File: src/rtl/rtg_fetch_responder.sv
// Line-fetch responder: turns a stream fetch request into one SDRAM video-slot
// request, then forwards a BURST_WORDS-word read burst with a watchdog on inter-word gaps.
module rtg_fetch_responder #(
    parameter int BURST_WORDS = 8,
    parameter int TIMEOUT     = 255
) (
    input  logic        clk_114,
    input  logic        reset,
    input  logic        fetch_req,
    input  logic [25:0] fetch_addr,
    input  logic        fetch_pri,
    output logic        fetch_ack,
    output logic [15:0] fetch_d,
    output logic        fetch_fill,
    output logic        sdr_req,
    output logic [25:0] sdr_addr,
    output logic        sdr_pri,
    input  logic        sdr_grant,
    input  logic [15:0] sdr_d,
    input  logic        sdr_valid,
    output logic        busy,
    output logic        err_timeout
);

    localparam int WW = $clog2(BURST_WORDS + 1);
    localparam int TW = $clog2(TIMEOUT + 1);
    localparam logic [WW-1:0] LAST_W = WW'(BURST_WORDS);
    localparam logic [TW-1:0] T_MAX  = TW'(TIMEOUT);

    typedef enum logic [1:0] {IDLE, REQ, DATA} state_t;

    state_t        state, state_n;
    logic [WW-1:0] wcnt, wcnt_n;
    logic [TW-1:0] tcnt, tcnt_n;
    logic [25:0]   addr_n;
    logic [15:0]   d_n;
    logic          ack_n, fill_n, err_n;

    always_ff @(posedge clk_114) begin
        if (reset) begin
            state       <= IDLE;
            wcnt        <= '0;
            tcnt        <= '0;
            sdr_addr    <= '0;
            fetch_d     <= '0;
            fetch_ack   <= 1'b0;
            fetch_fill  <= 1'b0;
            err_timeout <= 1'b0;
        end else begin
            state       <= state_n;
            wcnt        <= wcnt_n;
            tcnt        <= tcnt_n;
            sdr_addr    <= addr_n;
            fetch_d     <= d_n;
            fetch_ack   <= ack_n;
            fetch_fill  <= fill_n;
            err_timeout <= err_n;
        end
    end

    always_comb begin
        state_n = state;
        wcnt_n  = wcnt;
        tcnt_n  = tcnt;
        addr_n  = sdr_addr;
        d_n     = fetch_d;
        ack_n   = 1'b0;
        fill_n  = 1'b0;
        err_n   = err_timeout;
        case (state)
            IDLE: begin
                if (fetch_req) begin
                    addr_n  = fetch_addr & ~26'hF;
                    state_n = REQ;
                end
            end
            REQ: begin
                if (sdr_grant) begin
                    ack_n   = 1'b1;
                    wcnt_n  = '0;
                    tcnt_n  = '0;
                    state_n = DATA;
                end
            end
            DATA: begin
                // a stalled burst is dropped even if a word shows up on the abort edge
                if (tcnt == T_MAX) begin
                    err_n   = 1'b1;
                    state_n = IDLE;
                end else if (sdr_valid) begin
                    d_n    = sdr_d;
                    fill_n = 1'b1;
                    wcnt_n = wcnt + 1'b1;
                    tcnt_n = '0;
                    if (wcnt_n == LAST_W) state_n = IDLE;
                end else begin
                    tcnt_n = tcnt + 1'b1;
                end
            end
            default: state_n = IDLE;
        endcase
    end

    assign sdr_req = (state == REQ);
    assign sdr_pri = (state == REQ) && fetch_pri;
    assign busy    = (state != IDLE);

endmodule
File: config.mk
export PLATFORM = sky130hd
export DESIGN_NAME = rtg_fetch_responder
export DESIGN_NICKNAME = d
export VERILOG_FILES = /design/src/rtl/rtg_fetch_responder.sv
export SDC_FILE = /design/constraint.sdc
export NUM_CORES = 1
export LEC_CHECK = 0
export CORE_MARGIN = 3
export CORE_UTILIZATION = 40
export CTS_CLUSTER_SIZE = 30
export DETAILED_ROUTE_END_ITERATION = 12
export PLACE_DENSITY = 0.81
export SLEW_MARGIN = 20
export SYNTH_ARGS = -nofsm -noshare
export SYNTH_HDL_FRONTEND = slang
export SYNTH_SLANG_ARGS = --single-unit
File: constraint.sdc
create_clock -name clk_114 -period 2.3 [get_ports clk_114]
set_clock_uncertainty 0.2 [all_clocks]
set_input_delay 0.345 -clock clk_114 [delete_from_list [all_inputs] [get_ports clk_114]]
set_output_delay 0.345 -clock clk_114 [all_outputs]
set_load 0.01 [all_outputs]
==> results of run 1 <==
power groups by stage:
stage	clock (mW)	combinational (mW)	sequential, mW
finish	0.632	0.298	1.01
global route	0.703	0.325	1.02
CTS	0.659	0.301	1.01
detailed placement	0	0.300	1.03
global placement	0	0.296	1.03
floorplan	0	0.117	1.05
layout make-up:
type	count	area [um^2]	share of cell area, %
inverters	2	7.51	0.233
clock buffers	6	72.6	2.25
clock inverters	2	38.8	1.20
flip-flops and latches	55	1100	34.1
well taps	70	87.6	2.71
multi-input cells	176	1010	31.4
repair buffers	91	908	28.1
metal layers:
layer | part of all wire, % | track usage [%] | up-vias
met5 | 0 | 0 | -
met4 | 0.16 | 3.55 | 0
met3 | 11 | 8.30 | 2
met2 | 45 | 25.2 | 73
met1 | 43 | 19.9 | 920
li1 | - | - | 999
repair_timing:
action,4_1_cts,5_1_grt
resized for setup,0,1
endpoints found under the setup margin,0,1
buffers inserted,0,0
synthesized netlist by cell type, drive strengths merged:
cell	n
a2111oi	1
a211o	1
a211oi	1
a21o	1
a21oi	29
a311oi	3
a31oi	5
a41o	1
and2	2
and2b	2
and3	1
buf	7
clkbuf	10
conb	1
dfxtp	55
ha	2
inv	2
mux2i	17
nand2	52
nand3	11
nand3b	2
nand4	1
nand4b	1
nor2	24
nor2b	1
nor3	2
o211ai	1
o21a	1
o21ai	3
o31ai	1
or2	1
or3	2
or3b	2
xnor2	1
kinds of logic (layout without fill, tap and decap cells):
group / count (synthesis) / after routing
multiplexers: 17 / 17
AO/OA/AOI/OAI: 48 / 48
other: 1 / 4
XOR/XNOR: 1 / 1
AND/OR/NAND/NOR: 104 / 104
buffers and inverters: 19 / 101
flip-flops: 55 / 55
adder cells (fa/ha/maj): 2 / 2
state kept, by name, summed over array words and instances, names as in the netlist:
signal,cells
fetch_d,16
wcnt,4
err_timeout,1
fetch_fill,1
fetch_ack,1
state,2
sdr_addr,22
tcnt,8
worst paths after layout:
kind                  to  slack, ns
max              sdr_pri       0.16
min          sdr_addr[5]       0.26
max reg2reg   fetch_d[0]       0.25
min reg2reg  sdr_addr[5]       0.26
worst max-delay path, cell delays in order (launching register included):
cell             delay (ns)
dfxtp_1                0.41
nor2b_2                0.23
and2_1                 0.14
clkdlybuf4s50_1        0.52
metrics by stage:
stage               hold WS, ns  instances
floorplan                 0.250        250
global placement          0.241        394
detailed placement        0.247        394
CTS                       0.261        402
global route              0.276        402
finish                    0.258        402
==> out/qor.yml, run 1 <==
synthesis:
  synth_top_area_cell: "dfxtp_1"
  synth_xor_area_share_pct: 0.395
  synth_compound_area_share_pct: 14.0
  synthMuxAreaShare_pct: 7.68
  syn_inst: 247
  synth_top_area_share_pct: 49.7
  synth_top_family_by_area: "simple AND/OR/NAND/NOR gates"
  synthSimpleGateAreaFrac_pct: 21.8
  ys_seq_area_share_pct: 49.7
  synth-seq-cells: 55
  mappedNetlistArea_um2: 2210
  syn_area_per_cell_um2: 8.97
  synth_cell_types: 42
  synthAdderAreaFrac_pct: 1.13
  yosys_warnings: 0
  synth_area_leaders: "dfxtp_1, nand2_1, mux2i_1, a21oi_1, nor2_1"
worst_hold_path:
  worstHoldStart: "sdr_addr[5]"
  holdCritPathClass: "reg -> reg"
  min_path_cells: 2
die:
  pin_count: 96
  die_area_um2: 6470
  die-height_um: 80.4
  start_util_pct: 42.3
  rows: 26
  fp.dieW_um: 80.4
  coreArea_um2: 5240
place:
  place_area_um2: 3110
  portBuffers: 87
  hpwlAfterDp_um: 3720
  pre_cts_ws_ns: 0.129
  gp_congestion: 0.798
clock_network:
  clock-root-buffer: "clkbuf_8"
  clock_path_buffers: 2
  htree_levels: 2
  cts_sinks: 55
  cts_made_buffers: 5
  tritoncts: "built"
  ctsHoldBuffers: 0
  path_clk_slew_ns: 0.10
  clkLatencyLatePin_ns: 0.30
detailed_routing:
  drcViolationCount: 0
  wl_per_cell_um: 12.7
  drt-initial-drc-count: 122
  via_per_inst: 4.96
  drt_pre_antenna_iters: 4
  via_count: 1994
  totalWireLength_um: 5110
  ant_nets: 0
pwr:
  internal_power_mw: 1.49
  fin_total_pwr_mw: 1.94
  p_clk_share_pct: 32.6
  max-vdd-ir-drop_mv: 0.360
  switchingPower_mw: 0.452
  switching_share_pct: 23.3
  power_density_nw_per_um2: 601
  pwr-share-comb_pct: 15.4
  seq_power_share_pct: 52.0
  p_leak_nw: 1.29
final_layout:
  fill_cells: 470
  num-nets-final: 381
  final_common_cell: "clkdlybuf4s50_1"
  design_area_um2: 3230
  final_util_pct: 61.6
  drive_above_1_share_pct: 6.63
  mostFrequentLayoutCells: "clkdlybuf4s50_1, dfxtp_1, nand2_1, a21oi_1, nor2_1"
  antenna_cells: 0
  syn_to_final_growth_pct: 45.8
global_routing:
  grtUsageTotal_pct: 16.2
  grt_max_degree: 44
  globalRouteOverflowTotal: 0
  antenna_found_initial: 0
  grt_pass1_vias: 1867
  grt_pass1_wl_um: 8380
sta:
  final-hold-violation-count: 0
  final.setup.tns_ns: 0
  rsz0062_at_grt: "false"
  worst_pin_slew_ns: 0.736
  setup_violations: 0
  min_period_ns: 2.14
  drv_slew: 0
  fin_ws_ns: 0.160
  max_freq_mhz: 467
  slew_headroom_pct: 50.9
  finalCritPeriodShare_pct: 93.0
setup_path:
  startpoint_type: "flip-flop"
  worstReg2RegStart: "tcnt[0]"
  end_kind: "output port"
  startpoint: "state[0]"
  required_ns: 1.75
  worstPathMaxFanout: 6
  rr_worst_depth: 6
  criticalPathCategory: "reg -> out"
  cp_data_arrival_time_ns: 1.59
flow_run:
  drv_cap: 0
outcome:
  status: "finished clean"
Note: power is estimated with default switching activity, not from simulation.
==> inputs of run 2 (changes only) <==
CORE_MARGIN = 2   (was 3)
==> run 2 against run 1 <==
Non-clock buffer count increased by 1. Hold slack lost 0.0047 ns. Wire length decreased by 1.4%. Via count down 0.35%. Clock power is 21% lower. Final cell count rose by 0.75%. First-iteration DRC count shrank 17%. Total power fell by 6.7%. Critical endpoint unchanged.
==> out/qor.yml, run 2 (synthesis results as in run 1) <==
die:
  fp.dieW_um: 78.4  # -2.5%
  coreArea_um2: 5440  # +3.8%
  die-height_um: 78.4  # -2.5%
  die_area_um2: 6150  # -4.9%
  pin_count: 96  # unchanged
  start_util_pct: 40.7  # -1.6 points
  rows: 27  # +3.8%
setup_path:
  cp_slowest_cell: "clkdlybuf4s50_1"
  startpoint_type: "flip-flop"
  required_ns: 1.75  # about the same
  critPathTopFamily: "buffers and inverters"
  end_kind: "output port"
  critPathMaxStageDelay_ns: 0.52  # about the same
  cp_data_arrival_time_ns: 1.58  # about the same
  worstPathCellList: "nor2b_2, and2_1, clkdlybuf4s50_1"
  worstPathMaxFanout: 6  # unchanged
  worst-path-buf-inv: 1  # unchanged
  criticalPathCategory: "reg -> out"
global_routing:
  grtUsageTotal_pct: 17.1  # +0.93 points
  grt_pass1_wl_um: 8550  # +2.1%
  antenna_found_initial: 0  # unchanged
  grt_pass1_vias: 1946  # +4.2%
  globalRouteOverflowTotal: 0  # unchanged
  grt_max_degree: 41  # -6.8%
clock_network:
  cts_setup_buffers: 0  # unchanged
  cts_made_buffers: 5  # unchanged
  clkLatencyLatePin_ns: 0.30  # about the same
  htree_levels: 2  # unchanged
  path_clk_slew_ns: 0.09  # about the same
  clock-root-buffer: "clkbuf_8"
  clock_path_buffers: 2  # unchanged
  tritoncts: "built"
  cts_sinks: 55  # unchanged
place:
  gp_congestion: 0.786  # -1.5%
  hpwlAfterDp_um: 3650  # -1.8%
  dp_cells: 397  # +0.76%
  portBuffers: 87  # unchanged
  pre_cts_ws_ns: 0.131  # +0.00190 ns
pwr:
  p_leak_nw: 1.28  # -0.76%
  max-vdd-ir-drop_mv: 0.363  # +0.95%
  power_density_nw_per_um2: 564  # -6.1%
final_layout:
  top_register: "sdr_addr"
  finalNonFillerCells: 405  # +0.75%
  syn_to_final_growth_pct: 44.9
  final_common_cell: "clkdlybuf4s50_1"
  antenna_cells: 0  # unchanged
  drive_above_1_share_pct: 6.61  # -0.020 points
  regArea_um2: 1100  # unchanged
  largest_reg_flops: 22  # unchanged
  reg.largest.list: "sdr_addr x22, fetch_d x16, tcnt x8"
  mostFrequentLayoutCells: "clkdlybuf4s50_1, dfxtp_1, nand2_1, a21oi_1, nor2_1"
  fill_cells: 500  # +6.4%
  num-nets-final: 382  # +0.26%
  multi_input_area_um2: 1010  # unchanged
outcome:
  status: "finished clean"
detailed_routing:
  ant_nets: 0  # unchanged
  drt-initial-drc-count: 101  # -17%
  wl_per_cell_um: 12.4  # -2.1%
  via_per_inst: 4.91  # -1.1%
  drcViolationCount: 0  # unchanged
  via_count: 1987  # -0.35%
  totalWireLength_um: 5040  # -1.4%
  drt_pre_antenna_iters: 4  # unchanged
flow_run:
  drv_cap: 0  # unchanged
sta:
  max_freq_mhz: 470  # +0.64%
  slew_headroom_pct: 54.5  # +3.6 points
  rsz0062_at_grt: "false"
  final-hold-violation-count: 0  # unchanged
  fin_ws_ns: 0.174  # +0.0136 ns
  finalCritPeriodShare_pct: 92.4  # -0.59 points
  final.setup.tns_ns: 0  # unchanged
  drv_slew: 0  # unchanged
  setup_violations: 0  # unchanged
  worst_pin_slew_ns: 0.682  # -0.0538 ns
  min_period_ns: 2.13  # -0.0136 ns
worst_hold_path:
  holdCritPathClass: "reg -> reg"
==> run 2: changes by cell type in the layout (fill, tap and decap cells not counted), sizes merged <==
| cell | change |
|---|---|
| clkinv | +1 |
| buf | +1 |
| clkbuf | +1 |
| inv | -1 |
| bufinv | -1 |
==> run 2: path summary, 6_finish.rpt <==
check / start / to / slack (ns) / cells after the start
max reg2reg: tcnt[0] / fetch_d[6] / 0.19 / 6
min reg2reg: sdr_addr[6] / sdr_addr[6] / 0.25 / 2
min: sdr_addr[6] / sdr_addr[6] / 0.25 / 2
max: state[0] / sdr_pri / 0.17 / 3
==> run 2: timing repair <==
item,CTS,global route
endpoints found under the setup margin,0,1
hold buffers,0,0
resized for setup,0,1
==> run 2: per-stage QoR <==
step                      power, mW  area, um^2  hold slack, ns  utilization (%)
final                          1.81        3210           0.254             59.0
after CTS                      1.83        3210           0.259             58.9
after detailed placement       1.33        3120           0.245             57.4
after floorplan                1.16        2230           0.250                -
after global placement         1.33        3120           0.241             57.4
after global routing           1.91        3210           0.278             59.0
==> run 2: worst register-to-register path: cells and delay by family, from the launching register on <==
family                   cells  cell delay, ns
AND/OR/NAND/NOR              2            0.29
multiplexers                 1            0.21
AO/OA/AOI/OAI                1            0.43
buffers and inverters        1            0.22
flip-flops                   1            0.38
adder cells (fa/ha/maj)      1            0.25
==> run 2: final cells by class <==
| class | instances | share of cell area [%] |
|---|---|---|
| Clock buffer | 7 | 2.38 |
| Clock inverter | 1 | 0.156 |
| Inverter | 2 | 0.234 |
| Multi-Input combinational cell | 176 | 31.6 |
| Sequential cell | 55 | 34.3 |
| Tap cell | 72 | 2.81 |
| Timing Repair Buffer | 92 | 28.5 |
==> run 2: metal layers <==
layer	GRT usage, %	vias to the layer above	wire length, um
li1	-	1002	-
met1	19.7	907	2210
met2	29.5	72	2330
met3	7.01	6	455
met4	4.56	0	48
met5	0	-	0
==> run 2: power breakdown <==
group | switching [mW] | leakage (nW) | total (mW) | internal, mW
logic | 0.130 | 0.794 | 0.299 | 0.169
registers | 0.0201 | 0.447 | 1.01 | 0.989
clock network | 0.286 | 0.0422 | 0.501 | 0.214
==> inputs of run 3 (changes only) <==
CORE_UTILIZATION = 42   (was 40)
PLACE_DENSITY = 0.84   (was 0.81)
clock period = 2.2 ns   (was 2.3 ns; I/O delays follow)
==> run 3 against run 2 <==
Hold slack improved by 0.0071 ns. Critical path type unchanged. Final cell count rose by 0.49%. Wire length rose by 5.3%. Global-route usage rose by 1.3 points. Highest routed layer unchanged. Total power rose by 8.2%.
==> out/qor.yml, run 3 (synthesis results as in run 1) <==
outcome:
  status: "finished clean"
setup_path:
  required_ns: 1.67  # -0.08 ns
  worstPathMaxFanout: 6  # unchanged
  criticalPathCategory: "reg -> out"
  cp_data_arrival_time_ns: 1.55  # -0.03 ns
  end_kind: "output port"
  rr_worst_depth: 6  # unchanged
  startpoint_type: "flip-flop"
sta:
  setup_violations: 0  # unchanged
  drv_slew: 0  # unchanged
  max_freq_mhz: 480
  fin_ws_ns: 0.117  # -0.0571 ns
  worst_pin_slew_ns: 0.693  # +0.0105 ns
  min_period_ns: 2.08
  rsz0062_at_grt: "false"
  whs_ns: 0.261  # +0.00707 ns
  final-hold-violation-count: 0  # unchanged
  finalCritPeriodShare_pct: 94.7
  slew_headroom_pct: 53.8  # -0.70 points
  final.setup.tns_ns: 0  # unchanged
clock_network:
  cts_setup_buffers: 0  # unchanged
  clock_path_buffers: 2  # unchanged
  cts_sinks: 55  # unchanged
  tritoncts: "built"
  ctsHoldBuffers: 0  # unchanged
  clkLatencyLatePin_ns: 0.31  # about the same
  clock-root-buffer: "clkbuf_8"
  htree_levels: 2  # unchanged
  cts_made_buffers: 5  # unchanged
  path_clk_slew_ns: 0.10  # about the same
detailed_routing:
  drt-initial-drc-count: 96  # -5.0%
  wl_per_cell_um: 13.0  # +4.8%
  via_per_inst: 4.92  # +0.36%
  ant_nets: 0  # unchanged
  totalWireLength_um: 5300  # +5.3%
  drt_pre_antenna_iters: 4  # unchanged
  via_count: 2004  # +0.86%
  drcViolationCount: 0  # unchanged
final_layout:
  top_register: "sdr_addr"
  largest_reg_flops: 22  # unchanged
  final_util_pct: 63.7  # +4.7 points
  num-nets-final: 386  # +1.0%
  reg.largest.list: "sdr_addr x22, fetch_d x16, tcnt x8"
  mostFrequentLayoutCells: "clkdlybuf4s50_1, dfxtp_1, nand2_1, a21oi_1, nor2_1"
  syn_to_final_growth_pct: 46.8
  regArea_um2: 1100  # +0.11%
  drive_above_1_share_pct: 8.61  # +2.0 points
  antenna_cells: 0  # unchanged
  fill_cells: 444  # -11%
  final_common_cell: "clkdlybuf4s50_1"
  multi_input_area_um2: 1020  # +0.49%
die:
  fp.dieW_um: 76.6  # -2.3%
  die_area_um2: 5870  # -4.5%
  start_util_pct: 43.4  # +2.6 points
  rows: 26  # -3.7%
  die-height_um: 76.6  # -2.3%
  coreArea_um2: 5110  # -6.1%
  pin_count: 96  # unchanged
worst_hold_path:
  min_path_cells: 2  # unchanged
  holdCritPathClass: "reg -> reg"
pwr:
  power_density_nw_per_um2: 602  # +6.7%
  seq_power_share_pct: 54.0  # -1.8 points
  p_clk_share_pct: 29.7  # +2.0 points
  switchingPower_mw: 0.510  # +17%
  pwr-share-comb_pct: 16.3  # -0.2 points
  switching_share_pct: 26.1  # +1.9 points
  max-vdd-ir-drop_mv: 0.483  # +33%
  p_leak_nw: 1.31  # +2.2%
  internal_power_mw: 1.45  # +5.4%
place:
  hpwlAfterDp_um: 3760  # +3.0%
  gp_congestion: 0.801  # +1.8%
  pre_cts_ws_ns: 0.0498  # -0.0808 ns
  portBuffers: 87  # unchanged
global_routing:
  grt_max_degree: 41  # unchanged
  grt_pass1_wl_um: 8860  # +3.6%
  grtUsageTotal_pct: 18.4  # +1.3 points
  grt_pass1_vias: 1988  # +2.2%
  antenna_found_initial: 0  # unchanged
  globalRouteOverflowTotal: 0  # unchanged
flow_run:
  drv_cap: 0  # unchanged
run 3: cell types whose count changed in the layout (fill, tap and decap cells not counted):
cell,change
buf_4,+4
clkbuf_1,-2
inv_6,+2
dfxtp_1,-1
dfxtp_2,+1
nor2b_2,-1
nor2b_4,+1
run 3: repair_timing:
action,in CTS,in global routing
endpoints found under the setup margin,1,1
resized for setup,1,2
pin swaps,0,0
run 3: final timing paths:
kind                startpoint            to  slack (ns)
setup / recovery      state[0]       sdr_pri        0.12
hold / removal    sdr_addr[12]  sdr_addr[12]        0.26
setup reg to reg       tcnt[0]   fetch_d[13]        0.22
hold reg to reg   sdr_addr[12]  sdr_addr[12]        0.26
run 3: final cells by class:
type / instances / area share (%)
sequential: 55 / 33.9
tap: 70 / 2.69
multi-input combinational: 176 / 31.3
clock inverter: 3 / 0.693
clock buffer: 5 / 2.12
inverter: 2 / 0.231
timing repair buffer: 96 / 29.1
run 3: routing by layer:
layer	part of all wire, %	global-route usage, %	up-vias
li1	-	-	1008
met2	46	31.7	73
met1	42	20.2	915
met4	1.5	7.27	0
met5	0	0	-
met3	9.6	7.35	8
run 3: power groups by stage:
stage                     clock (mW)  combinational, mW  sequential [mW]
after detailed placement           0              0.319             1.08
after floorplan                    0              0.122             1.09
after CTS                      0.592              0.322             1.06
final                          0.581              0.320             1.06
after global placement             0              0.313             1.08
after global routing           0.634              0.347             1.06
run 3: per-stage QoR:
stage	total power, mW	std cells	area (um^2)
finish	1.96	407	3250
global route	2.04	407	3250
CTS	1.97	407	3250
detailed placement	1.40	399	3150
global placement	1.39	399	3150
floorplan	1.22	250	2230
run 3: worst max-delay path: stages, from the launching register on:
cell and delay, ns:
dfxtp_2 0.38, nor2b_4 0.19, and2_1 0.14, clkdlybuf4s50_1 0.53
